`config.mk`:
```
export PLATFORM = sky130hd
export DESIGN_NAME = mem_bus_bridge
export DESIGN_NICKNAME = d
export VERILOG_FILES = /design/src/rtl/mem_bus_bridge.sv
export SDC_FILE = /design/constraint.sdc
export NUM_CORES = 1
export LEC_CHECK = 0
export BUFFER_PORTS_ARGS = -buffer_cell sky130_fd_sc_hd__clkbuf_2
export CORE_UTILIZATION = 47
export DETAILED_ROUTE_END_ITERATION = 8
export HOLD_SLACK_MARGIN = 0.08
export PLACE_DENSITY_LB_ADDON = 0.08
export SKIP_CTS_REPAIR_TIMING = 1
export SLEW_MARGIN = 5
export SYNTH_ARGS = -nofsm -noshare
export SYNTH_HDL_FRONTEND = slang
export SYNTH_SLANG_ARGS = --single-unit
export TNS_END_PERCENT = 1
```
`constraint.sdc`:
```
create_clock -name clk -period 2.3 [get_ports clk]
set_input_delay 0.46 -clock clk [delete_from_list [all_inputs] [get_ports clk]]
set_output_delay 0.46 -clock clk [all_outputs]
set_load 0.05 [all_outputs]
```
`src/rtl/mem_bus_bridge.sv`:
```
// MEM-stage to memory/IO bus bridge: registers one CPU load/store, runs a single
// bus transaction with region select and ready handshake, stalls the pipeline meanwhile.
module mem_bus_bridge #(
  parameter int unsigned TIMEOUT_CYCLES = 255,
  parameter logic [31:0] ERR_DATA       = 32'hDEAD_BEEF
) (
  input  logic        clk,
  input  logic        rst,
  input  logic        cpu_req,
  input  logic        cpu_we,
  input  logic [31:0] cpu_addr,
  input  logic [31:0] cpu_wdata,
  output logic [31:0] cpu_rdata,
  output logic        cpu_en,
  output logic [31:0] bus_addr,
  output logic [31:0] bus_wdata,
  output logic        bus_we,
  output logic        bus_ram_sel,
  output logic        bus_io_sel,
  input  logic [31:0] bus_rdata,
  input  logic        bus_ready,
  output logic        bus_err,
  output logic [31:0] err_addr
);

  typedef enum logic [1:0] {
    S_IDLE   = 2'd0,
    S_ACCESS = 2'd1,
    S_DONE   = 2'd2
  } state_t;

  localparam logic [7:0] TO_LAST = 8'(TIMEOUT_CYCLES - 1);

  state_t      r_state;
  state_t      w_next;
  logic [7:0]  r_cnt;
  logic        r_we;
  logic [31:0] r_addr;
  logic [31:0] r_wdata;
  logic [31:0] r_rdata;
  logic        r_err;
  logic [31:0] r_err_addr;
  logic        w_capture;
  logic        w_ready;
  logic        w_timeout;
  logic        w_io;
  logic        w_unused_addr_lsb;

  assign w_capture         = (r_state == S_IDLE) && cpu_req;
  assign w_ready           = (r_state == S_ACCESS) && bus_ready;
  // Ready on the final counted cycle takes precedence over the timeout.
  assign w_timeout         = (r_state == S_ACCESS) && !bus_ready && (r_cnt == TO_LAST);
  assign w_io              = (r_addr[31:28] >= 4'hE);
  assign w_unused_addr_lsb = ^cpu_addr[1:0];

  always_ff @(posedge clk) begin
    if (rst) r_state <= S_IDLE;
    else     r_state <= w_next;
  end

  always_comb begin
    w_next = r_state;
    case (r_state)
      S_IDLE:   if (cpu_req) w_next = S_ACCESS;
      S_ACCESS: if (w_ready || w_timeout) w_next = S_DONE;
      S_DONE:   w_next = S_IDLE;
      default:  w_next = S_IDLE;
    endcase
  end

  always_comb begin
    cpu_en      = 1'b1;
    bus_we      = 1'b0;
    bus_ram_sel = 1'b0;
    bus_io_sel  = 1'b0;
    if (!rst) begin
      case (r_state)
        S_IDLE:   cpu_en = ~cpu_req;
        S_ACCESS: begin
          cpu_en      = 1'b0;
          bus_we      = r_we;
          bus_ram_sel = ~w_io;
          bus_io_sel  = w_io;
        end
        S_DONE:   cpu_en = 1'b1;
        default:  cpu_en = 1'b1;
      endcase
    end
  end

  always_ff @(posedge clk) begin
    if (rst) begin
      r_cnt      <= 8'd0;
      r_we       <= 1'b0;
      r_addr     <= 32'd0;
      r_wdata    <= 32'd0;
      r_rdata    <= 32'd0;
      r_err      <= 1'b0;
      r_err_addr <= 32'd0;
    end else begin
      if (w_capture) begin
        r_addr  <= {cpu_addr[31:2], 2'b00};
        r_wdata <= cpu_wdata;
        r_we    <= cpu_we;
        r_cnt   <= 8'd0;
      end
      if (r_state == S_ACCESS) r_cnt <= r_cnt + 8'd1;
      if (w_ready && !r_we) r_rdata <= bus_rdata;
      if (w_timeout) begin
        if (!r_we) r_rdata <= ERR_DATA;
        r_err <= 1'b1;
        if (!r_err) r_err_addr <= r_addr;
      end
    end
  end

  assign cpu_rdata = r_rdata;
  assign bus_addr  = r_addr;
  assign bus_wdata = r_wdata;
  assign bus_err   = r_err;
  assign err_addr  = r_err_addr;

endmodule

```
==> results of run 1 <==
-- where the power goes --
part | switching (mW) | internal (mW)
clock network | 0.996 | 1.71
logic | 0.606 | 0.241
registers | 0.0664 | 2.46
-- registers in the layout (all words and copies together), names as in the netlist, named ones only --
signal     cells
err_addr      30
r_state        2
bus_err        1
r_we           1
cpu_rdata     31
bus_addr      30
r_cnt          8
bus_wdata     32
-- cell usage in the layout, fill, tap and decap left out, types with 11 or more instances in the layout --
cell and n:
a21oi_1 68, a31oi_1 24, buf_4 13, clkbuf_16 17
clkbuf_2 223, dfxtp_1 135, mux2i_1 39, nand2_1 177
nand2b_1 60, nor3_1 11
-- worst max-delay path: cells and delay by family, from the launching register on --
| kind | cells | cell delay (ns) |
|---|---|---|
| flip-flops | 1 | 0.40 |
| buffers and inverters | 1 | 0.27 |
| AND/OR/NAND/NOR | 2 | 0.64 |
-- metal layers --
metal  vias up  track usage [%]
met5         -                0
met4         0             8.88
met3        14             9.52
met2       171             36.2
met1      2183             26.8
li1       2453                -
-- cell families after synthesis --
group | synth area share (%)
adder cells (fa/ha/maj) | 0.470
buffers and inverters | 5.21
multiplexers | 7.75
other | 0.0704
flip-flops | 51.1
AO/OA/AOI/OAI | 10.3
AND/OR/NAND/NOR | 25.0
-- how the worst min path moves through the flow --
stage | slack [ns] | cells after the start | endpoint | startpoint
after CTS | 0.26 | 3 | bus_wdata[8]$_SDFFE_PP0P_ | cpu_wdata[8]
after global routing | 0.25 | 3 | bus_wdata[1]$_SDFFE_PP0P_ | cpu_wdata[1]
after floorplan | 0.47 | 2 | r_cnt[6]$_SDFFE_PP0P_ | r_cnt[6]$_SDFFE_PP0P_
final | 0.27 | 3 | bus_wdata[1]$_SDFFE_PP0P_ | cpu_wdata[1]
after global placement | 0.44 | 2 | bus_wdata[22]$_SDFFE_PP0P_ | bus_wdata[22]$_SDFFE_PP0P_
after detailed placement | 0.45 | 2 | bus_wdata[13]$_SDFFE_PP0P_ | bus_wdata[13]$_SDFFE_PP0P_
-- final cells by class --
type                       instances  area (um2)  share of cell area (%)
sequential                       136        2720                    38.3
multi-input combinational        429        2350                    33.0
timing repair buffer             240        1250                    17.6
clock buffer                      22         484                    6.81
tap                              140         175                    2.46
clock inverter                    10         118                    1.65
inverter                           1        3.75                  0.0528
-- through the flow --
stage | worst slack [ns] | cell area, um2 | instances | TNS [ns]
global placement | 0.291 | 6500 | 946 | 0
CTS | -0.0328 | 7100 | 978 | -0.0583
finish | 0.125 | 7110 | 978 | 0
global route | 0.000498 | 7110 | 978 | 0
detailed placement | 0.275 | 6500 | 946 | 0
floorplan | -0.178 | 5340 | 619 | -0.356
==> results.yml, run 1 <==
synthesis:
  synth-seq-cells: 136
  synthTopCellsByArea: "dfxtp_1 51%, nand2_1 12%, mux2i_1 7.3%"
  syn-cell-area_mm2: 0.00533
  synth_top_area_cell: "dfxtp_1"
  synth_cells: 616
  synth_edf_count: 0
  synth_warnings: 0
  postSynth.asyncResetShare_pct: 0
  yosysSeqAreaShare_pct: 51.1
  synth.most_common_cell: "nand2_1"
  synthFlopType: "dfxtp_1"
  synth_top_area_share_pct: 51.1
  synth_cell_types: 39
  synthTopCellsByCount: "177 x nand2_1, 136 x dfxtp_1, 68 x a21oi_1, 60 x nand2b_1, 39 x mux2i_1"
  syn_avg_cell_area_um2: 8.65
route:
  drt_iter0_drc: 276
  top_layer: "met4"
  wl_met3_um: 1050
  drt-met1-wl_um: 5610
  firstDrtPassIters: 4
  drc: 0
  drtAntennaViolNets: 0
  routed_wirelength_um: 13000
  routed-wl-met2_um: 6130
  vias: 4821
  wl_per_cell_um: 13.3
  viasPerCell: 4.93
timing:
  tightest_slew_ns: 0.544
  grt_setup_unrepaired: "false"
  fmax_mhz: 460
  fin_crit_ns: 2.17
  slew_headroom_pct: 63.7
  slew_viol_final: 0
  fin_crit_sh_pct: 94.6
  finalSetupViolations: 0
  fin_hold_ws_ns: 0.273
  final_hold_viol_count: 0
  skew_ns: 0.0112
power:
  ir_drop_mv: 0.507
  power_density_mw_per_mm2: 855
  leakage_nw: 3.34
  total_power_mw: 6.08
global_routing:
  grt_max_degree: 110
  grt_usage_pct: 22.6
  gr-total-overflow: 0
  grt_pass1_wl_um: 21000
  antenna_found_initial: 0
  grt_pass1_vias: 4579
cells_and_area:
  nFillCells: 961
  finish.utilization_pct: 65.0
  antenna_cells: 0
  areaGrowthSynthToFinish_pct: 33.4
  drive_gt1_share_pct: 33.9
  nets: 928
cts:
  cts_max_level: 4
  cts_num_sinks: 136
  cts_tree: "built"
  cts-buffers-inserted: 17
  cts.clk_slew.worst_paths_ns: 0.06
  cts_max_path_buffers: 2
  insertion_delay_ns: 0.40
  cts_root_buf: "clkbuf_16"
min_path:
  hp-class: "in2reg"
floorplanning:
  die_w_um: 108
  core.rowCount: 38
  core_mm2: 0.0109
  start_util_pct: 48.7
  pin_count: 234
  die_h_um: 108
  die-area_mm2: 0.0118
placement:
  place_congestion: 0.778
  io_buffer_count: 227
  dpl.hpwl_um: 8980
worst_setup_path:
  path_cells: "or2b_2 > nor3b_1 > clkbuf_4"
  slowest_stage: "or2b_2"
  crit_path_end: "bus_we"
  cpPeakStageDelay_ns: 0.42
  worstPathRequired_ns: 1.84
  r2r_start: "r_state[1]$_SDFFE_PP0P_"
  r2r_slack_ns: 0.39
  end_kind: "output pin"
  ff2ff_path_depth: 3
  start_kind: "flip-flop"
  critical_path_arrival_ns: 1.71
  crit_path_start: "r_state[0]$_SDFFE_PP0P_"
  critPathMaxFanout: 11
  r2r_end: "err_addr[31]$_SDFFE_PP0P_"
  critical_path_class: "reg2out"
status:
  status: "finished clean"
job:
  maxCapViolCount: 0
Power figures use the tool's default switching activity.
==> inputs of run 2 (changes only) <==
CORE_UTILIZATION = 32   (was 47)
CTS_CLUSTER_DIAMETER = 120   (was default)
==> run 2 against run 1 <==
- largest cell class unchanged
- die area rose by 46%
- global-route usage fell by 6.1 points
- setup slack improved by 0.0039 ns
- sequential power barely moved
- critical path depth did not move
- critical path type unchanged
- core utilization fell by 20 points
- hold slack got worse by 0.0087 ns
==> results.yml, run 2 (synthesis gave the netlist of run 1 again) <==
cts:
  cts.clk_slew.worst_paths_ns: 0.06
  cts_tree: "built"
  cts-buffers-inserted: 17
  cts_root_buf: "clkbuf_16"
  cts_max_level: 4
  cts_num_sinks: 136
  insertion_delay_ns: 0.41
  cts_max_path_buffers: 2
global_routing:
  grt_pass1_wl_um: 21800
  antenna_found_initial: 0
  gr-total-overflow: 0
  grt_usage_pct: 16.6
  grt_max_degree: 133
  grt_pass1_vias: 4466
placement:
  place_congestion: 0.737
  io_buffer_count: 227
  post-place-ws_ns: 0.253
  placed_cell_area_mm2: 0.00659
  dpl.hpwl_um: 9850
route:
  viasPerCell: 4.54
  vias: 4775
  routed_wirelength_um: 14300
  drtAntennaViolNets: 0
  wl_per_cell_um: 13.6
  drt_iter0_drc: 168
  drc: 0
  firstDrtPassIters: 5
power:
  p_clk_share_pct: 45.1
  p_sw_mw: 1.69
  power_density_mw_per_mm2: 853
  switching_share_pct: 27.5
  intPower_mw: 4.45
  leakage_nw: 3.34
  combPwrFrac_pct: 13.9
  ir_drop_mv: 0.491
  pwr-share-seq_pct: 41.0
timing:
  fmax_mhz: 461
  fin_ws_ns: 0.129
  fin_hold_ws_ns: 0.264
  fin_crit_ns: 2.17
  final_hold_viol_count: 0
  tightest_slew_ns: 0.564
  tns_ns: 0
  grt_setup_unrepaired: "false"
  fin_crit_sh_pct: 94.4
  finalSetupViolations: 0
  slew_headroom_pct: 62.4
  slew_viol_final: 0
  skew_ns: 0.00621
floorplanning:
  core_mm2: 0.0161
  die_h_um: 131
  pin_count: 234
  die_w_um: 131
  start_util_pct: 33.2
  core.rowCount: 46
  die-area_mm2: 0.0172
cells_and_area:
  largest_register_ffs: 32
  drive_gt1_share_pct: 33.7
  areaGrowthSynthToFinish_pct: 35.2
  nets: 926
  final_common_cell: "clkbuf_2"
  final_cell_mix: "224 x clkbuf_2, 177 x nand2_1, 135 x dfxtp_1"
  antenna_cells: 0
  final_area_mm2: 0.00720
min_path:
  hp-class: "in2reg"
  min_from: "cpu_wdata[15]"
worst_setup_path:
  crit_path_start: "r_state[1]$_SDFFE_PP0P_"
  critPathMaxFanout: 11
  start_kind: "flip-flop"
  critical_path_class: "reg2out"
  end_kind: "output pin"
  r2r_start: "r_state[1]$_SDFFE_PP0P_"
  critical_path_arrival_ns: 1.71
  worstPathRequired_ns: 1.84
status:
  status: "finished clean"
job:
  maxCapViolCount: 0
==> run 2: cell count changes in the layout (fill, tap and decap cells not counted), sizes merged <==
cell | previous run | this run
bufinv | 2 | 3
clkbuf | 247 | 245
clkinv | 3 | 4
buf | 15 | 13
==> run 2: path summary, 6_finish.rpt <==
kind | end | slack, ns | cells after the start
worst max-delay path | bus_io_sel | 0.13 | 3
worst min-delay path | bus_wdata[15]$_SDFFE_PP0P_ | 0.26 | 3
worst min register to register | bus_wdata[28]$_SDFFE_PP0P_ | 0.45 | 2
worst max register to register | err_addr[31]$_SDFFE_PP0P_ | 0.38 | 3
==> run 2: area by class of cell <==
cell class	count	area, um2
Inverter	1	3.75
Multi-Input combinational cell	429	2350
Sequential cell	136	2720
Clock buffer	20	457
Tap cell	216	270
Clock inverter	12	149
Timing Repair Buffer	238	1250
Fill cell	1594	8850
==> run 2: power groups by stage <==
stage | logic (mW) | clock network [mW] | registers [mW]
global route | 0.921 | 2.95 | 2.54
detailed placement | 0.863 | 0 | 2.57
CTS | 0.864 | 2.86 | 2.52
global placement | 0.850 | 0 | 2.57
floorplan | 0.294 | 0 | 2.88
finish | 0.854 | 2.77 | 2.52
==> run 2: worst max-delay path: stages, from the launching register on <==
cell      delay, ns
dfxtp_1        0.39
or2b_2         0.43
nor3_2         0.17
clkbuf_2       0.30
==> run 2: stage by stage <==
stage | std cells | total power [mW] | util (%)
after floorplan | 619 | 3.17 | -
after global placement | 1020 | 3.42 | 41.0
after detailed placement | 1020 | 3.44 | 41.0
after CTS | 1052 | 6.24 | 44.8
after global routing | 1052 | 6.41 | 44.9
final | 1052 | 6.15 | 44.9
==> run 2: metal layers <==
layer	GRT usage, %	share of wire (%)
met5	0	0
met4	6.63	1.5
met3	5.66	7.4
met2	27.8	49
met1	19.4	42
